[config.mk]
export PLATFORM = sky130hd
export DESIGN_NAME = myc64_prg_loader
export DESIGN_NICKNAME = d
export VERILOG_FILES = /design/src/rtl/myc64_prg_loader_pkg.sv /design/src/rtl/myc64_ext_writer.sv /design/src/rtl/myc64_prg_loader.sv
export SDC_FILE = /design/constraint.sdc
export NUM_CORES = 1
export LEC_CHECK = 0
export CAP_MARGIN = 15
export CORE_ASPECT_RATIO = 1.5
export CORE_MARGIN = 3
export CORE_UTILIZATION = 51
export DETAILED_ROUTE_END_ITERATION = 10
export GPL_ROUTABILITY_DRIVEN = 0
export GPL_TIMING_DRIVEN = 1
export PLACE_DENSITY = 0.79
export SLEW_MARGIN = 40
export SYNTH_ARGS = -nofsm -noshare
export SYNTH_HDL_FRONTEND = slang
export SYNTH_SLANG_ARGS = --single-unit
[constraint.sdc]
create_clock -name clk -period 2.2 [get_ports clk]
set_input_delay 0.44 -clock clk [delete_from_list [all_inputs] [get_ports clk]]
set_output_delay 0.44 -clock clk [all_outputs]
set_load 0.05 [all_outputs]
[src/rtl/myc64_prg_loader_pkg.sv]
// myc64_prg_loader_pkg: state encoding and BASIC pointer constants shared by the PRG loader.
package myc64_prg_loader_pkg;

    typedef enum logic [2:0] {
        S_IDLE,
        S_HDR_LO,
        S_HDR_HI,
        S_DATA,
        S_WRITE,
        S_DRAIN,
        S_DONE
`ifdef MYC64_PRG_LOADER_BASIC_PTR_EN
        , S_PTR
`endif
    } state_t;

    localparam logic [15:0] BASIC_PTR_BASE = 16'h002D;
    localparam int          PTR_WRITES     = 6;

endpackage

[src/rtl/myc64_ext_writer.sv]
// myc64_ext_writer: holds one ext-port write request (addr/data/we) until the top level acknowledges it.
module myc64_ext_writer (
    input  logic        clk,
    input  logic        rst,
    input  logic        req,
    input  logic [15:0] req_addr,
    input  logic [7:0]  req_data,
    input  logic        ext_ready,
    output logic        ext_we,
    output logic [15:0] ext_addr,
    output logic [7:0]  ext_data,
    output logic        ack
);

    assign ack = ext_we & ext_ready;

    always_ff @(posedge clk) begin
        if (rst) begin
            ext_we   <= 1'b0;
            ext_addr <= 16'h0000;
            ext_data <= 8'h00;
        end else if (req) begin
            ext_we   <= 1'b1;
            ext_addr <= req_addr;
            ext_data <= req_data;
        end else if (ack) begin
            ext_we   <= 1'b0;
        end
    end

endmodule

[src/rtl/myc64_prg_loader.sv]
// myc64_prg_loader: streams a .PRG image (2-byte LE load address + data) into C64 RAM via the ext port.
// Define MYC64_PRG_LOADER_BASIC_PTR_EN to also write the end address into the BASIC pointers $2D..$32.
module myc64_prg_loader
    import myc64_prg_loader_pkg::*;
(
    input  logic        clk,
    input  logic        rst,
    input  logic        i_start,
    input  logic        i_byte_valid,
    input  logic [7:0]  i_byte_data,
    input  logic        i_byte_last,
    output logic        o_byte_ready,
    output logic        o_ext_we,
    output logic [15:0] o_ext_addr,
    output logic [7:0]  o_ext_data,
    input  logic        i_ext_ready,
    output logic        o_busy,
    output logic        o_done,
    output logic        o_err,
    output logic [15:0] o_end_addr
);

    state_t      state, state_nx;
    logic [15:0] addr;
    logic        last_q;
    logic        accept;
    logic        req;
    logic [15:0] req_addr;
    logic [7:0]  req_data;
    logic        ack;
    logic        data_ack;

`ifdef MYC64_PRG_LOADER_BASIC_PTR_EN
    logic [2:0]  idx;
    logic        ptr_q;
    assign data_ack = ack & ~ptr_q;
`else
    assign data_ack = ack;
`endif

    assign o_byte_ready = (state == S_HDR_LO) | (state == S_HDR_HI) | (state == S_DATA) | (state == S_DRAIN);
    assign accept       = i_byte_valid & o_byte_ready;
    assign o_busy       = state != S_IDLE;
    assign o_done       = state == S_DONE;

    myc64_ext_writer u_writer (
        .clk       (clk),
        .rst       (rst),
        .req       (req),
        .req_addr  (req_addr),
        .req_data  (req_data),
        .ext_ready (i_ext_ready),
        .ext_we    (o_ext_we),
        .ext_addr  (o_ext_addr),
        .ext_data  (o_ext_data),
        .ack       (ack)
    );

    always_comb begin
        state_nx = state;
        req      = 1'b0;
        req_addr = addr;
        req_data = i_byte_data;
        case (state)
            S_IDLE:   state_nx = i_start ? S_HDR_LO : S_IDLE;
            S_HDR_LO: state_nx = accept ? (i_byte_last ? S_DONE : S_HDR_HI) : S_HDR_LO;
            S_HDR_HI: state_nx = accept ? (i_byte_last ? S_DONE : S_DATA) : S_HDR_HI;
            S_DATA: begin
                req      = accept;
                state_nx = accept ? S_WRITE : S_DATA;
            end
            S_WRITE: begin
`ifdef MYC64_PRG_LOADER_BASIC_PTR_EN
                if (ack && ptr_q)
                    state_nx = (idx == 3'(PTR_WRITES - 1)) ? S_DONE : S_PTR;
                else if (ack && last_q)
                    state_nx = o_err ? S_DONE : S_PTR;
                else
`else
                if (ack && last_q)
                    state_nx = S_DONE;
                else
`endif
                if (ack)
                    state_nx = (addr == 16'hFFFF) ? S_DRAIN : S_DATA;
            end
            S_DRAIN:  state_nx = (accept && i_byte_last) ? S_DONE : S_DRAIN;
`ifdef MYC64_PRG_LOADER_BASIC_PTR_EN
            // Even index writes the low byte of the end address, odd the high byte.
            S_PTR: begin
                req      = 1'b1;
                req_addr = BASIC_PTR_BASE + {13'd0, idx};
                req_data = idx[0] ? o_end_addr[15:8] : o_end_addr[7:0];
                state_nx = S_WRITE;
            end
`endif
            default:  state_nx = S_IDLE;
        endcase
    end

    always_ff @(posedge clk) begin
        if (rst) begin
            state      <= S_IDLE;
            addr       <= 16'h0000;
            last_q     <= 1'b0;
            o_err      <= 1'b0;
            o_end_addr <= 16'h0000;
        end else begin
            state <= state_nx;
            if (state == S_IDLE && i_start)
                o_err <= 1'b0;
            if (state == S_HDR_LO && accept)
                addr[7:0] <= i_byte_data;
            if (state == S_HDR_HI && accept)
                addr[15:8] <= i_byte_data;
            if ((state == S_HDR_LO || state == S_HDR_HI) && accept && i_byte_last)
                o_err <= 1'b1;
            if (state == S_DATA && accept)
                last_q <= i_byte_last;
            if (state == S_WRITE && data_ack) begin
                o_end_addr <= addr + 16'd1;
                addr       <= addr + 16'd1;
                if (addr == 16'hFFFF && !last_q)
                    o_err <= 1'b1;
            end
        end
    end

`ifdef MYC64_PRG_LOADER_BASIC_PTR_EN
    always_ff @(posedge clk) begin
        if (rst) begin
            idx   <= 3'd0;
            ptr_q <= 1'b0;
        end else if (state == S_IDLE) begin
            idx   <= 3'd0;
            ptr_q <= 1'b0;
        end else if (state == S_PTR) begin
            ptr_q <= 1'b1;
        end else if (state == S_WRITE && ack && ptr_q) begin
            idx   <= idx + 3'd1;
        end
    end
`endif

endmodule

After elaboration in Yosys (flattened, before gate mapping)
Index checks and enable logic that the tools add are counted.

Multiplexer cells: 21. Bitwise operators: 5. Add/subtract/negate cells: 1. Reductions and logical operators: 17. Equality and inequality tests: 8.

Operator list (count): $mux W3 (8); $pmux W3 S6 (1); $add A16 B1 Y16 const B (1); $eq A16 B16 Y1 const B (1); $mux W16 (1); $mux W8 (2); $logic_and A1 B1 Y1 (10); $eq A3 B3 Y1 const B (3); $mux W1 (8); $eq A3 B2 Y1 const B (2); $reduce_bool A2 Y1 (3); $eq A3 B1 Y1 const B (1); $logic_not A3 Y1 (1); $ne A3 B3 Y1 const B (1); $or A1 B1 Y1 (3); $reduce_bool A3 Y1 (1); $and A1 B1 Y1 (2); $mux W2 (1); $logic_not A1 Y1 (1); $logic_or A1 B1 Y1 (1).

Flip-flop bits (word level): 62. Input port bits: 14.

Logic depth before layout (Yosys ltp)
Gate-level depths: netlist of run 1.

Word-level depth: 10. Gate-level depth with buffers: 7. Depth with buffers taken out: 6.

Modules after synthesis
A second synthesis of run 1 with hierarchy kept.

Cells, all modules: 366. Area total of the unflattened synthesis: 3150.5 um^2.

Modules (own cells, without submodules): myc64_prg_loader (area each 2233.4 um^2, sequential area each 740.7 um^2, times used 1, cells an instance 283); myc64_ext_writer (area each 917.1 um^2, sequential area each 500.5 um^2, times used 1, cells an instance 83).

Worst setup path before layout of run 1
Ideal clock, no wire load.

Kind: register -> output. Start point: register state[0]. End point: output port o_byte_ready. Path slack: 0.129 ns. Arrival: 1.631 ns. Stages on the path, launching flop included: 5. Data required time: 1.760 ns. Cell sequence: dfxtp_1 clkbuf_1 clkbuf_1 nor2_1 a21oi_1.

Cells in the longest elaborated chain, start to end: 4. Elaborated cells between the ends (all ways): 7. Classes of those cells: eq/ne: 4; bitwise: 3.

Ends and longest elaborated chain: from (decl) (line myc64_prg_loader.sv:23) `state_t state, state_nx;`; from (signal assigned) (line myc64_prg_loader.sv:109) `state <= state_nx;`; $eq A3 B1 Y1 / $eq A3 B2 Y1 (equally long branches) (line myc64_prg_loader.sv:41) `assign o_byte_ready = (state == S_HDR_LO) | (state == S_HDR_HI) | (state == S_DATA) | (state == S_DRAIN);`; $or A1 B1 Y1 (2 in series) (line myc64_prg_loader.sv:41); $or A1 B1 Y1 (*) (line myc64_prg_loader.sv:41); to (decl) (line myc64_prg_loader.sv:12) `output logic o_byte_ready,`.

Every way passes the cells marked *; elsewhere a longest branch is shown, timed or not.

Worst setup path after layout of run 1
Start point: register u_writer.ext_we. End point: output port o_ext_we.

RTL lines: from (decl) (line myc64_ext_writer.sv:9) `output logic ext_we,`; from (signal assigned) (line myc64_ext_writer.sv:19) `ext_we <= 1'b0;`; from (signal assigned) (line myc64_ext_writer.sv:23) `ext_we <= 1'b1;`; from (signal assigned) (line myc64_ext_writer.sv:27) `ext_we <= 1'b0;`; to (decl) (line myc64_prg_loader.sv:13) `output logic o_ext_we,`.

No word-level cell between the ends.

==> results of run 1 <==
-- power groups by stage --
stage,combinational [mW],clock (mW),sequential [mW]
after floorplan,0.456,0,1.27
after global placement,0.698,0,1.29
after detailed placement,0.709,0,1.29
after CTS,0.716,0.926,1.26
after global routing,0.782,0.972,1.27
final,0.720,0.917,1.26
-- area by class of cell --
cell class | count | share of cell area (%)
repair buffers | 83 | 21.02
clock buffers | 12 | 4.242
flip-flops and latches | 62 | 31.88
clock inverters | 3 | 0.4820
multi-input cells | 275 | 39.56
well taps | 70 | 2.249
inverters | 6 | 0.5784
-- sequential cells by signal (all words and copies together), names as in the netlist --
| signal | cells |
|---|---|
| o_err | 1 |
| u_writer.ext_data | 8 |
| last_q | 1 |
| state | 3 |
| u_writer.ext_we | 1 |
| o_end_addr | 16 |
| addr | 16 |
| u_writer.ext_addr | 16 |
-- per-stage QoR --
step	hold slack, ns	power (mW)	utilization [%]	std cells
5_1_grt	0.4840	3.026	70.90	511
4_1_cts	0.4567	2.904	70.79	511
6_report	0.4524	2.901	70.90	511
2_1_floorplan	0.4587	1.730	-	375
3_5_place_dp	0.4476	1.996	67.44	496
3_3_place_gp	0.4433	1.983	67.44	496
-- metal layers --
metal  GRT usage, %  wire (um)
met2          40.51       3773
met4          13.48        193
met5              0          0
met1          30.49       3163
met3          4.789        464
-- how the worst max path moves through the flow --
stage,start,to,slack (ns)
final,u_writer.ext_we$_SDFFE_PP0P_,o_ext_we,0.19
after floorplan,state[0]$_SDFFE_PP0P_,o_byte_ready,0.13
after CTS,u_writer.ext_we$_SDFFE_PP0P_,o_ext_we,0.19
after global routing,addr[0]$_SDFFE_PP0P_,addr[14]$_SDFFE_PP0P_,0.10
after global placement,i_byte_valid,addr[1]$_SDFFE_PP0P_,0.14
after detailed placement,i_byte_valid,addr[1]$_SDFFE_PP0P_,0.13
-- cell families after synthesis --
family | after synthesis
buffers and inverters | 38
xor gates and xnor gates | 13
DFF | 62
muxes | 1
and+or+nand+nor | 155
adders and majority gates | 1
AOI/OAI and AO/OA | 105
-- placed cells by master (no fill, tap or decap), types with 3 or more instances in the layout --
master	count
a221oi_1	3
a21o_1	4
nand4_1	3
nand3_1	7
a21oi_1	45
clkbuf_8	12
and3_1	4
xnor2_1	8
o21ai_0	15
nor4_1	4
dfxtp_1	62
clkdlybuf4s50_1	54
inv_1	5
xor2_1	5
nor3_1	14
nand2_1	66
buf_12	5
a22oi_1	6
nor2_1	37
o211ai_1	3
a22o_1	6
a31oi_1	3
buf_4	23
nor2b_1	3
a211oi_1	12
==> metrics.txt, run 1 <==
Seq/Total Area, Yosys 42.45%; compound-gate portion of the synthesized area 22.55%; Pre-antenna DRT Iters 4; Setup Total Neg Slack 0 ns; crit end category output pin; status finished clean; DP HPWL 5.472 mm; top cells by area, synth dfxtp_1 (42%), nand2_1 (8.5%), a21oi_1 (7.7%), nor2_1 (4.9%), a211oi_1 (3.1%); r2r endpoint addr[11]$_SDFFE_PP0P_; Ports 59; Worst Path Max Fanout 6; WP buf/inv 1; leading cell types by count after synthesis nand2_1 (66), dfxtp_1 (62), a21oi_1 (45); Yosys reg bits 62; Pint 1.980 mW; P_sw 0.9203 mW; TritonCTS clock tree yes; largest net degree at the start of global routing 34; Die Y 98.74 um; FF-to-FF Start addr[2]$_SDFFE_PP0P_; r2r worst-path depth 6; Post-synth ARST share 0%; area added between synthesis and finish 33.16%; Syn Nets 390; cell count after synthesis 375; min-delay src u_writer.ext_addr[10]$_SDFFE_PP0P_; drt wl/cell 14.86 um; # DRC 0; CP cell instances clkdlybuf4s50_1; EDFF count, synth 0; CP required 1.76 ns; switching part of the total power 31.73%; Fin Clk Skew 0.01064 ns; max-cap violation count 0; Comb power frac 24.8%; WS Path Type reg -> out; Floorplan Core Area 0.005492 sq mm; initial antenna violation count 0; Post-CTS Hold Buffers 0; slew margin rel. 57.89%; Ys Warns 0; maximum level of the CTS H-tree 3; fraction of layout cells with a size suffix above 1 12.02%; WL final 7.595 mm; Root Buffer clkbuf_8; antenna diode instance count 0; Avg Synthesized Cell Area 7.797 sq um; Post-Synth Simple-Gate Area 25.12%; final worst setup slack 0.1891 ns; final instance area 0.003894 sq mm; post-route ant nets 0; final hold vios 0; Yosys cell types 47; Levels on crit path 1; worst slew pin tran 0.6259 ns; CP peak stage delay 0.83 ns; Reg area 0.001241 sq mm; Die W 67.83 um; clock power share 31.6%; main combinational cell family by area after synthesis simple AND/OR/NAND/NOR gates; number of buffers created by CTS 9; Filler Cells Inserted 470; Min-Delay Path Depth 2; Vias/cell 5.716; clk sinks 62; Die ar. 0.006697 sq mm; VDD IR max 0.6666 mV; Post CTS Setup Buffer Count 0; sequential share of power 43.6%; FP Rows 33; Startpoint Class flip-flop; PD cells 745.0 mW/mm^2; Primary FF master, synth dfxtp_1; Crit path arrival time 1.57 ns; Achievable Freq 497.3 MHz; Setup Viol. Count Final 0; Worst Hold End u_writer.ext_addr[10]$_SDFFE_PP0P_; Clock Latency Late Sink 0.34 ns; Post-Synth Adder-Cell Area 0.4279%; mux cell area share after synthesis 0.3851%; Nets 452; I/O Buffers 58; Largest delay share family, worst path buffers and inverters; final period utilization 91.40%; most frequent cell after synthesis nand2_1; vias in the first global route 2,713; Synth top area share 42.45%; Tmin final 2.011 ns; clock-pin slew on the worst setup and hold paths 0.07 ns; gr ovfl total 0; Synth Area in XOR/XNOR 3.894%; initial drt markers 204; post-cts sizing count 0; P_leak 1.319 nW; Netlist Area Pre-Place 0.002924 sq mm; vias post-DR 2,921; Final Slew Violations 0; r2r setup slk 0.24 ns; post-synth top area cell dfxtp_1; Starting Density 53.25%; global-route wire length before repair 12.77 mm; pre-CTS setup slack 0.1274 ns; Hold Crit Class reg -> reg; gr usage total 25.01%; RSZ-0062 raised after global routing false; Placed Instance Area 0.003704 sq mm; CTS max path bufs 2; Multi-input gate area 0.001540 sq mm; CP max-delay cell clkdlybuf4s50_1
Power figures use the tool's default switching activity.
==> run 2: changes to the inputs <==
RECOVER_POWER = 50   (was not set)
==> metrics.txt, run 2 (synthesized netlist as in run 1, its figures left out) <==
most frequent cells in the layout nand2_1 (66), dfxtp_1 (62), clkdlybuf4s50_1 (53); RSZ-0062 raised after global routing false; Hold Crit Class reg -> reg; post-route non-filler standard cell count 511; Filler Cells Inserted 470; Post-Place Cells 496; Setup Viol. Count Final 0; Achievable Freq 497.1 MHz; Starting Density 53.25%; clock power share 31.7%; CP max-delay cell clkdlybuf4s50_1; antenna diode instance count 0; Startpoint Class flip-flop; Comb power frac 24.6%; Die Y 98.74 um; post-route ant nets 0; maximum level of the CTS H-tree 3; gr usage total 25.01%; WL final 7.585 mm; switching part of the total power 31.74%; WP buf/inv 1; final core utilization 70.31%; crit end category output pin; Crit path arrival time 1.57 ns; VDD IR max 0.6634 mV; global-route wire length before repair 12.77 mm; Die ar. 0.006697 sq mm; clk sinks 62; Top Registers addr (16), o_end_addr (16), u_writer.ext_addr (16); vias post-DR 2,911; WHS 0.4525 ns; fraction of layout cells with a size suffix above 1 11.11%; FP Rows 33; Tmin final 2.012 ns; DP HPWL 5.472 mm; Final Slew Violations 0; Vias/cell 5.697; final period utilization 91.44%; Post CTS Setup Buffer Count 0; Post-CTS Hold Buffers 0; Largest delay share family, worst path buffers and inverters; CP required 1.76 ns; Reg area 0.001241 sq mm; Die W 67.83 um; vias in the first global route 2,713; WS Path Type reg -> out; clock-pin slew on the worst setup and hold paths 0.07 ns; Clock Latency Late Sink 0.34 ns; Worst Path Max Fanout 6; P_leak 1.302 nW; initial drt markers 189; sequential share of power 43.7%; CP peak stage delay 0.83 ns; Ports 59; Floorplan Core Area 0.005492 sq mm; drt wl/cell 14.84 um; worst slew pin tran 0.6232 ns; r2r setup slk 0.23 ns; final hold vios 0; area added between synthesis and finish 32.05%; P_sw 0.9172 mW; TritonCTS clock tree yes; Setup Total Neg Slack 0 ns; CTS max path bufs 2; I/O Buffers 58; status finished clean; Multi-input gate area 0.001540 sq mm; Pre-antenna DRT Iters 4; number of buffers created by CTS 9; Fin Clk Skew 0.01010 ns; slew margin rel. 58.07%; Root Buffer clkbuf_8; # DRC 0; commonest non-fill, non-tap cell in the layout nand2_1; largest net degree at the start of global routing 34; CP cell instances clkdlybuf4s50_1; gr ovfl total 0; initial antenna violation count 0; PD cells 748.3 mW/mm^2; Pint 1.972 mW; Nets 452; max-cap violation count 0
-- run 2: cell types whose count changed in the layout (fill, tap and decap cells not counted) --
cell,previous run,this run
buf_12,5,4
dlygate4sd3_1,0,1
and2_1,1,0
and2_0,0,1
buf_4,23,17
clkdlybuf4s50_1,54,53
clkbuf_1,0,4
clkbuf_2,0,2
clkbuf_4,0,1
-- run 2: per-layer routing --
metal	global-route usage [%]	part of all wire, %	up-vias	wire, um
met5	0	0	-	0
met4	13.48	2.9	0	217
met3	4.789	7.2	22	543
met2	40.51	50	114	3775
met1	30.49	40	1320	3049
li1	-	-	1455	-
-- run 2: power by group through the flow --
stage | Clock (mW) | Combinational, mW | Sequential (mW)
after floorplan | 0 | 0.456 | 1.27
after global placement | 0 | 0.698 | 1.29
after detailed placement | 0 | 0.709 | 1.29
after CTS | 0.926 | 0.716 | 1.26
after global routing | 0.972 | 0.773 | 1.27
final | 0.915 | 0.711 | 1.26
-- run 2: repair_timing --
item	4_1_cts	5_1_grt
endpoints found under the hold margin	0	0
gates resized for setup	0	1
setup endpoints to repair	0	1
-- run 2: layout make-up --
type,count,area share [%]
clock buffers,12,4.277
clock inverters,3,0.4861
inverters,6,0.5833
multi-input cells,275,39.89
flip-flops and latches,62,32.15
well taps,70,2.268
repair buffers,83,20.35
-- run 2: path summary, 6_finish.rpt --
path                                                    startpoint                            endpoint  cells after the start
worst min register to register  u_writer.ext_addr[10]$_SDFFE_PP0P_  u_writer.ext_addr[10]$_SDFFE_PP0P_                      2
worst max-delay path                  u_writer.ext_we$_SDFFE_PP0P_                            o_ext_we                      1
worst min-delay path            u_writer.ext_addr[10]$_SDFFE_PP0P_  u_writer.ext_addr[10]$_SDFFE_PP0P_                      2
worst max register to register                addr[2]$_SDFFE_PP0P_               addr[11]$_SDFFE_PP0P_                      6
-- run 2: through the flow --
step / power (mW) / worst slack (ns) / area (sq um)
2_1_floorplan: 1.730 / 0.1288 / 2924
3_3_place_gp: 1.983 / 0.1444 / 3704
3_5_place_dp: 1.996 / 0.1274 / 3704
4_1_cts: 2.904 / 0.1912 / 3887
5_1_grt: 3.017 / 0.04402 / 3861
6_report: 2.889 / 0.1884 / 3861
==> run 3: changes to the inputs <==
CORE_UTILIZATION = 30   (was 51)
PLACE_DENSITY = 0.51   (was 0.79)
==> metrics.txt, run 3 (synthesized netlist as in run 1, its figures left out) <==
final hold vios 0; pre-CTS setup slack 0.08138 ns; TritonCTS clock tree yes; post-route ant nets 0; CP max-delay cell dlygate4sd3_1; Ports 59; vias post-DR 2,930; fraction of layout cells with a size suffix above 1 11.66%; antenna diode instance count 0; most frequent cells in the layout nand2_1 (66), dfxtp_1 (62), clkdlybuf4s50_1 (51); CP cell instances dlygate4sd3_1, nor4bb_1, buf_4, clkbuf_1, mux2_2, nand2_1, a21oi_1; switching part of the total power 29.65%; sequential share of power 36.1%; Startpoint Class input pin; WL final 8.767 mm; global-route wire length before repair 14.16 mm; maximum level of the CTS H-tree 3; I/O Buffers 58; Post CTS Setup Buffer Count 0; Die ar. 0.01099 sq mm; Die Y 126.9 um; CP peak stage delay 0.58 ns; clk sinks 62; gr usage total 16.70%; Clock Latency Late Sink 0.34 ns; Starting Density 31.23%; final worst setup slack 0.1531 ns; slew margin rel. 64.49%; CTS max path bufs 2; Crit path arrival time 2.27 ns; initial drt markers 178; post-cts sizing count 0; Setup Viol. Count Final 0; initial antenna violation count 0; # DRC 0; Floorplan Core Area 0.009361 sq mm; Achievable Freq 488.5 MHz; P_leak 1.383 nW; max-cap violation count 0; P_sw 1.042 mW; commonest non-fill, non-tap cell in the layout nand2_1; Hold Crit Class reg -> reg; status finished clean; CP required 2.42 ns; r2r worst-path depth 6; Top Registers addr (16), o_end_addr (16), u_writer.ext_addr (16); area added between synthesis and finish 39.84%; DP HPWL 6.341 mm; Tmin final 2.047 ns; Worst Path Max Fanout 8; largest net degree at the start of global routing 44; Pint 2.473 mW; gr ovfl total 0; final core utilization 43.68%; Nets 456; Vias/cell 5.251; drt wl/cell 15.71 um; VDD IR max 0.4657 mV; Root Buffer clkbuf_16; vias in the first global route 2,801; Post-CTS Hold Buffers 0; FP Rows 43; Pre-antenna DRT Iters 4; crit end category flip-flop; Fin Clk Skew 0.005036 ns; Min-Delay Path Depth 2; Die W 86.61 um; clock power share 43.7%; clock-pin slew on the worst setup and hold paths 0.06 ns; final period utilization 93.04%; WS Path Type in -> reg; worst slew pin tran 0.5310 ns; Final Slew Violations 0; Comb power frac 20.2%; PD cells 859.7 mW/mm^2; number of buffers created by CTS 9; Setup Total Neg Slack 0 ns; RSZ-0062 raised after global routing false
## run 3: cell types whose count changed in the layout (fill, tap and decap cells not counted), sizes merged, moves of 2 or more
cell,delta
clkdlybuf4s50,-2
dlygate4sd3,+2
clkbuf,-3
bufinv,+2
clkinvlp,+2
buf,+4
## run 3: stage by stage
stage / hold slack, ns / instances / total power, mW / instance area [sq um]
after floorplan: 0.4587 / 375 / 1.730 / 2924
after global placement: 0.4475 / 542 / 2.001 / 3799
after detailed placement: 0.4494 / 542 / 2.008 / 3799
after CTS: 0.4592 / 558 / 3.550 / 4121
after global routing: 0.4739 / 558 / 3.660 / 4089
final: 0.4538 / 558 / 3.515 / 4089
## run 3: final cells by class
| class | instances | area, sq um |
|---|---|---|
| inverters | 6 | 22.52 |
| clock inverters | 7 | 97.59 |
| well taps | 112 | 140.1 |
| flip-flops and latches | 62 | 1241 |
| repair buffers | 87 | 830.8 |
| clock buffers | 9 | 225.2 |
| fillers | 1007 | 5273 |
| multi-input cells | 275 | 1531 |
## run 3: critical path: cells and delay by family
| kind | cells | cell delay, ns |
|---|---|---|
| buf+inv | 3 | 1.04 |
| mux | 1 | 0.38 |
| simple gates | 2 | 0.34 |
| compound gates | 1 | 0.06 |
## run 3: path summary, 6_finish.rpt
check	startpoint	to	slack, ns
setup / recovery	i_byte_valid	addr[1]$_SDFFE_PP0P_	0.15
hold / removal	u_writer.ext_addr[3]$_SDFFE_PP0P_	u_writer.ext_addr[3]$_SDFFE_PP0P_	0.45
setup reg to reg	addr[3]$_SDFFE_PP0P_	addr[15]$_SDFFE_PP0P_	0.27
hold reg to reg	u_writer.ext_addr[3]$_SDFFE_PP0P_	u_writer.ext_addr[3]$_SDFFE_PP0P_	0.45
## run 3: per-layer routing
metal / track usage (%) / wire [um]
met4: 8.624 / 231
met3: 4.418 / 443
met1: 19.83 / 3714
met2: 27.23 / 4378
met5: 0 / 0
## run 3: power by group through the flow
stage | clock (mW) | combinational [mW] | sequential [mW]
2_1_floorplan | 0 | 0.456 | 1.27
3_3_place_gp | 0 | 0.710 | 1.29
3_5_place_dp | 0 | 0.716 | 1.29
4_1_cts | 1.56 | 0.717 | 1.27
5_1_grt | 1.61 | 0.768 | 1.28
6_report | 1.54 | 0.709 | 1.27
